$ cat config.mk
export PLATFORM = sky130hd
export DESIGN_NAME = fetch_unit_param
export DESIGN_NICKNAME = d
export VERILOG_FILES = /design/src/rtl/fetch_unit_param.sv
export SDC_FILE = /design/constraint.sdc
export NUM_CORES = 1
export LEC_CHECK = 0
export BUFFER_PORTS_ARGS = -buffer_cell sky130_fd_sc_hd__clkbuf_2
export CAP_MARGIN = 10
export CORE_MARGIN = 5
export CORE_UTILIZATION = 54
export CTS_BUF_LIST = sky130_fd_sc_hd__clkbuf_4 sky130_fd_sc_hd__clkbuf_8
export DETAILED_ROUTE_END_ITERATION = 10
export PLACE_DENSITY_LB_ADDON = 0.25
export SKIP_LAST_GASP = 1
export SYNTH_ARGS = -nofsm -noshare
export SYNTH_HDL_FRONTEND = slang
export SYNTH_SLANG_ARGS = --single-unit
$ cat constraint.sdc
create_clock -name clk -period 3 [get_ports clk]
set_input_delay 0.3 -clock clk [delete_from_list [all_inputs] [get_ports clk]]
set_output_delay 0.3 -clock clk [all_outputs]
set_load 0.02 [all_outputs]
$ cat src/rtl/fetch_unit_param.sv
// LC-3 instruction fetch unit: owns the PC, resolves BR/JMP/JSR/JSRR targets
// and fetches instructions over a req/ack memory port with a response timeout.
module fetch_unit_param #(
   parameter int unsigned ADDR_W   = 16,
   parameter int unsigned DATA_W   = 16,
   parameter int unsigned OFF9_W   = 9,
   parameter int unsigned OFF11_W  = 11,
   parameter int unsigned PC_RESET = 0,
   parameter int unsigned TIMEOUT  = 16
) (
   input  logic               clk,
   input  logic               rst,
   input  logic               fetch_start,
   input  logic               pc_update,
   input  logic [3:0]         opCode_in,
   input  logic               jsr_mode,
   input  logic [OFF9_W-1:0]  offset9_in,
   input  logic [OFF11_W-1:0] offset11_in,
   input  logic [ADDR_W-1:0]  reg_in,
   input  logic [2:0]         br_nzp,
   input  logic [2:0]         result_nzp,
   input  logic [DATA_W-1:0]  mem_rdata,
   input  logic               mem_ack,
   output logic [ADDR_W-1:0]  mem_addr,
   output logic               mem_req,
   output logic               mem_we,
   output logic [DATA_W-1:0]  instr_out,
   output logic               instr_valid,
   output logic [ADDR_W-1:0]  pc,
   output logic [ADDR_W-1:0]  link_out,
   output logic               link_valid,
   output logic               busy,
   output logic               fetch_err
);

   // Counter only needs to reach TIMEOUT-1
   localparam int unsigned       CNT_W    = (TIMEOUT > 1) ? $clog2(TIMEOUT) : 1;
   localparam logic [CNT_W-1:0]  CNT_LAST = CNT_W'(TIMEOUT - 1);
   localparam logic [ADDR_W-1:0] PC_INIT  = ADDR_W'(PC_RESET);
   localparam logic [3:0]        OP_BR    = 4'b0000;
   localparam logic [3:0]        OP_JMP   = 4'b1100;
   localparam logic [3:0]        OP_JSR   = 4'b0100;

   typedef enum logic {
      S_IDLE = 1'b0,
      S_WAIT = 1'b1
   } state_t;

   state_t              state_q, state_d;
   logic [CNT_W-1:0]    cnt_q, cnt_d;
   logic [ADDR_W-1:0]   pc_d, mem_addr_d, link_out_d;
   logic [DATA_W-1:0]   instr_out_d;
   logic                mem_req_d, instr_valid_d, link_valid_d, busy_d, fetch_err_d;
   logic [ADDR_W-1:0]   off9_sext_c, off11_sext_c, next_pc_c;

   assign off9_sext_c  = ADDR_W'($signed(offset9_in));
   assign off11_sext_c = ADDR_W'($signed(offset11_in));

   // Control-flow target; equals pc unless a taken update is presented
   always_comb begin
      next_pc_c = pc;
      if (pc_update) begin
         case (opCode_in)
            OP_BR:   if (|(br_nzp & result_nzp)) next_pc_c = pc + off9_sext_c;
            OP_JMP:  next_pc_c = reg_in;
            OP_JSR:  next_pc_c = jsr_mode ? (pc + off11_sext_c) : reg_in;
            default: next_pc_c = pc;
         endcase
      end
   end

   // Next-state and next-output logic
   always_comb begin
      state_d       = state_q;
      cnt_d         = cnt_q;
      pc_d          = pc;
      mem_addr_d    = mem_addr;
      mem_req_d     = mem_req;
      instr_out_d   = instr_out;
      instr_valid_d = 1'b0;
      link_out_d    = link_out;
      link_valid_d  = 1'b0;
      busy_d        = busy;
      fetch_err_d   = fetch_err;

      case (state_q)
         S_IDLE: begin
            if (pc_update) begin
               pc_d = next_pc_c;
               if (opCode_in == OP_JSR) begin
                  link_out_d   = pc;
                  link_valid_d = 1'b1;
               end
            end
            if (fetch_start) begin
               mem_addr_d  = next_pc_c;
               mem_req_d   = 1'b1;
               busy_d      = 1'b1;
               fetch_err_d = 1'b0;
               cnt_d       = '0;
               state_d     = S_WAIT;
            end
         end
         S_WAIT: begin
            if (mem_ack) begin
               instr_out_d   = mem_rdata;
               instr_valid_d = 1'b1;
               pc_d          = pc + ADDR_W'(1);
               mem_req_d     = 1'b0;
               busy_d        = 1'b0;
               state_d       = S_IDLE;
            end else if (cnt_q == CNT_LAST) begin
               mem_req_d   = 1'b0;
               busy_d      = 1'b0;
               fetch_err_d = 1'b1;
               state_d     = S_IDLE;
            end else begin
               cnt_d = cnt_q + CNT_W'(1);
            end
         end
         default: state_d = S_IDLE;
      endcase
   end

   // State and output registers with synchronous reset
   always_ff @(posedge clk) begin
      if (rst) begin
         state_q     <= S_IDLE;
         cnt_q       <= '0;
         pc          <= PC_INIT;
         mem_addr    <= '0;
         mem_req     <= 1'b0;
         mem_we      <= 1'b0;
         instr_out   <= '0;
         instr_valid <= 1'b0;
         link_out    <= '0;
         link_valid  <= 1'b0;
         busy        <= 1'b0;
         fetch_err   <= 1'b0;
      end else begin
         state_q     <= state_d;
         cnt_q       <= cnt_d;
         pc          <= pc_d;
         mem_addr    <= mem_addr_d;
         mem_req     <= mem_req_d;
         mem_we      <= 1'b0;
         instr_out   <= instr_out_d;
         instr_valid <= instr_valid_d;
         link_out    <= link_out_d;
         link_valid  <= link_valid_d;
         busy        <= busy_d;
         fetch_err   <= fetch_err_d;
      end
   end

endmodule

==> flow_results.org <==
** Run status
- Result of the run :: completed

** Hold path
- Path category of the worst min-delay check :: primary input to flip-flop

** Clock network
- Clock tree synthesis found a total of 73 sinks.
- Counting the buffers created by CTS gives 9.
- CTS H-tree depth :: 3
- CTS tree :: done
- Hold_buf cts :: 0
- The cell sitting at the root of the clock tree is a sky130_fd_sc_hd__clkbuf_8.
- In this run the deepest clock path goes through 2 buffers.
- Clock-pin slew was measured on the worst setup and hold paths at 0.10 ns.
- Worst-skew pair later-pin latency :: 0.35 ns

** GRT
- Busiest layer in global routing :: met2
- For met2 alone, demand over resource in global routing was 0.454.
- M3 GR Usage :: 0.0530
- For met1 alone, demand over resource in global routing was 0.359.
- The first global-routing pass estimated about 24000 um of wire.
- Entering global routing, the biggest net connects 32 pins.
- In the global route stage, overall resource usage came out at 0.280.
- The via count of the first global-routing pass was 4905.
- The initial antenna violation count was 0.
- After global routing the overflow that remains totals 0.

** Worst setup path
- Series of cell instances along the critical path :: ha_1, fa_2, a211oi_2, o21bai_1, a211o_1, a211oi_1, o21bai_1, xnor2_1, o21ai_2, a221oi_2, nor3_1
- The setup check on the worst reg-to-reg path leaves a slack of ~0.11 ns.
- Critical path's largest stage delay :: between 0.3 and 0.4 ns
- For the worst setup path, the data required time is around 3.2 ns.
- The worst setup path is launched from a flip-flop.
- For the worst setup path, the data arrival time is ~3 ns.
- Category of the most critical setup path :: flip-flop to flip-flop
- In this design, the critical path's most frequently occurring cell is sky130_fd_sc_hd__o21bai_1.
- Sort of element at the end of the critical path :: flip-flop
- Cell at the slowest stage of the critical path :: sky130_fd_sc_hd__fa_2
- Of all nets on the critical path, the largest fanout is 3.

** Run
- Number of max-capacitance violations reported :: 0

** Floorplanning
- The initialized floorplan defines 34 standard-cell rows.
- Area inside the core boundary :: about 8600 sq um
- Die Y :: around 100 um
- Width of the die :: ~100 um
- The initial utilization of the core area, before any placement, comes to 0.546.
- The die covers roughly 11000 sq um.
- approximately 140 I/O pins were placed.

** Routing
- After detailed routing, the total wire length is approximately 15000 um.
- Post-DRT Antenna Nets :: 0
- For this run, the detailed router's first-pass iteration total came to 5.
- The routed layout has between 5000 and 6000 vias.
- For this run, design rule violations remaining after detail routing come to 0.
- Wire per inst :: about 17 um
- Iteration-0 DRC count of the detailed router :: around 470
- Vias/cell :: 5.92

** Logic synthesis
- For this run, the number of Yosys warnings is 0.
- Async SR Flop Fraction :: 0
- Proportion of netlist area held by the largest area contributor :: 0.311
- Synthesis handed over a netlist of between 600 and 700 instances.
- In this run, synthesis produced a sequential element count of 73.
- Counting every net in the synthesized netlist gives 720.
- Most area-hungry cell type in the Yosys netlist :: sky130_fd_sc_hd__dfxtp_1
- The cell area that synthesis handed to floorplanning was roughly 4700 sq um.
- sky130_fd_sc_hd__nand2_1 is the most common cell in the netlist.
- For this run, the register share of the synthesized area comes to 0.311.
- Counting instances in the post-synthesis netlist gives the leading cell types as sky130_fd_sc_hd__nand2_1 (100), sky130_fd_sc_hd__a21oi_1 (82), sky130_fd_sc_hd__dfxtp_1 (73).
- Ranked by total cell area, the synthesized netlist is headed by sky130_fd_sc_hd__dfxtp_1 (31%), sky130_fd_sc_hd__a21oi_1 (8.7%), sky130_fd_sc_hd__ha_1 (8.5%), sky130_fd_sc_hd__nand2_1 (8.0%), sky130_fd_sc_hd__nor2_1 (5.1%).
- Synthesis instantiated around 60 different standard cells from the library.
- Counting flops with a built-in enable in the synthesized netlist gives 0.
- In the synthesized netlist the dominant register cell turns out to be sky130_fd_sc_hd__dfxtp_1.
- Each instance of the synthesized netlist takes up on average roughly 7.6 sq um.

** Power
- The analysis attributes to cell leakage a power of between 2 and 3 nW.
- Overall power after layout :: about 2.4 mW
- VDD sags by at most about 340 uV.
- Dividing total power by cell area gives a power density of 418 nW/um^2.

** Placement
- At the placement stage, the worst setup path has a slack of -0.00636 ns.
- Routability Congestion :: roughly 0.97
- Detailed-placement wirelength estimate :: roughly 12000 um
- Area of placed instances :: around 5600 sq um
- Number of input and output port buffers inserted :: approximately 140

** STA
- The number of hold violations in the final report came to 0.
- Max Clock Freq :: 0.346 GHz
- Final number of max-transition violations :: 0
- Post-route minimum period :: ~2.9 ns
- Clock skew on the completed layout was measured at ~0.019 ns.
- Setup violation total in the final timing report :: 0
- In this run the tightest slew margin relative to its limit is 0.460.
- Final worst slack :: around 0.11 ns
- RSZ-0062 raised after global routing :: true
- Transition time at the pin with the least slew margin :: 0.809 ns
- Aggregate negative setup slack :: 0 ns
- Tcrit/Tclk final :: 0.962

** Finish
- Net count, final :: approximately 870
- Counting the fill cells in the layout gives between 700 and 800.
- After routing the design area is approximately 5900 sq um.
- Number of antenna cells inserted :: 0
- At the end of the flow the core is filled with cells to 0.682.
- Compared with the post-synthesis result, the final layout area differs by 24.8%.
- In the final layout, the share of cells above drive strength 1 is 0.259.
==> cells by family (layout without fill, tap and decap cells) <==
group                    after synthesis  in the layout  synth area share
multiplexers                           2              2           0.00427
AND/OR/NAND/NOR                      239            239             0.224
flip-flops                            73             73             0.311
buffers and inverters                 41            195            0.0349
XOR/XNOR                              31             31            0.0579
other                                  1              1          0.000799
adder cells (fa/ha/maj)               34             34            0.0938
AO/OA/AOI/OAI                        197            197             0.273
==> state kept, by name (all words and copies together), names as in the netlist <==
name,cells
state_q,1
link_valid,1
link_out,16
busy,1
cnt_q,4
pc,16
fetch_err,1
instr_out,16
mem_addr,16
instr_valid,1
==> placed cells by master (no fill, tap or decap), types with 2 or more instances in the layout <==
cell and n:
sky130_fd_sc_hd__a31oi_1 9, sky130_fd_sc_hd__nand3_1 18, sky130_fd_sc_hd__nand4_1 7, sky130_fd_sc_hd__a311oi_1 3
sky130_fd_sc_hd__nor2b_1 6, sky130_fd_sc_hd__nand3b_1 3, sky130_fd_sc_hd__dfxtp_1 72, sky130_fd_sc_hd__buf_4 33
sky130_fd_sc_hd__o221a_2 2, sky130_fd_sc_hd__a221oi_1 3, sky130_fd_sc_hd__mux2i_1 2, sky130_fd_sc_hd__nand2b_1 2
sky130_fd_sc_hd__o21bai_1 4, sky130_fd_sc_hd__o31ai_1 2, sky130_fd_sc_hd__and3_1 14, sky130_fd_sc_hd__a2111oi_0 2
sky130_fd_sc_hd__o21ai_0 23, sky130_fd_sc_hd__nor2_1 64, sky130_fd_sc_hd__inv_6 3, sky130_fd_sc_hd__ha_1 31
sky130_fd_sc_hd__o21a_1 6, sky130_fd_sc_hd__a21o_1 15, sky130_fd_sc_hd__a211o_1 2, sky130_fd_sc_hd__and2_1 2
sky130_fd_sc_hd__nand2_1 100, sky130_fd_sc_hd__clkbuf_2 136, sky130_fd_sc_hd__xor2_1 15, sky130_fd_sc_hd__nor3_1 17
sky130_fd_sc_hd__a22oi_1 8, sky130_fd_sc_hd__a211oi_1 13, sky130_fd_sc_hd__clkinvlp_4 3, sky130_fd_sc_hd__inv_1 9
sky130_fd_sc_hd__clkbuf_8 9, sky130_fd_sc_hd__fa_2 2, sky130_fd_sc_hd__xnor2_1 16, sky130_fd_sc_hd__a222oi_1 5
sky130_fd_sc_hd__a21oi_1 81
==> through the flow <==
| stage | cells | hold slack, ns |
|---|---|---|
| 4_1_cts | 875 | 0.165 |
| 5_1_grt | 880 | 0.174 |
| 3_5_place_dp | 859 | 0.449 |
| 6_report | 880 | 0.177 |
| 3_3_place_gp | 859 | 0.441 |
| 2_1_floorplan | 618 | 0.436 |
==> power breakdown <==
| part | internal [mW] | switching (mW) | total [mW] |
|---|---|---|---|
| registers | 1.01 | 0.0463 | 1.06 |
| clock network | 0.314 | 0.410 | 0.724 |
| logic | 0.273 | 0.396 | 0.669 |
==> layer usage <==
metal,vias up,share of wire
li1,2540,-
met1,2373,0.42
met2,246,0.46
met3,47,0.080
met4,0,0.045
met5,-,0
==> final cells by class <==
type | count | area, sq um | area share
Timing Repair Buffer | 169 | 928 | 0.158
Sequential cell | 73 | 1470 | 0.250
Multi-Input combinational cell | 504 | 3110 | 0.531
Clock buffer | 9 | 124 | 0.0211
Clock inverter | 7 | 60.1 | 0.0102
Inverter | 10 | 37.5 | 0.00641
Tap cell | 108 | 135 | 0.0231
==> what timing repair did <==
item	CTS	global route
resized for setup	0	11
endpoints found under the hold margin	0	0
endpoints found under the setup margin	0	8
setup buffers	0	5
==> worst paths after layout <==
check / cells after the start / start / to
max: 11 / pc[0] / mem_addr[12]
min: 3 / mem_rdata[0] / instr_out[0]
max reg2reg: 11 / pc[0] / mem_addr[12]
min reg2reg: 2 / link_out[1] / link_out[1]
==> critical path, delay by kind of cell (launching register included) <==
kind,cells,cell delay [ns]
AOI/OAI and AO/OA,7,1.48
and+or+nand+nor,1,0.07
adders and majority gates,2,0.59
xor gates and xnor gates,1,0.23
DFF,1,0.37
Note: power is estimated with default switching activity, not from simulation.
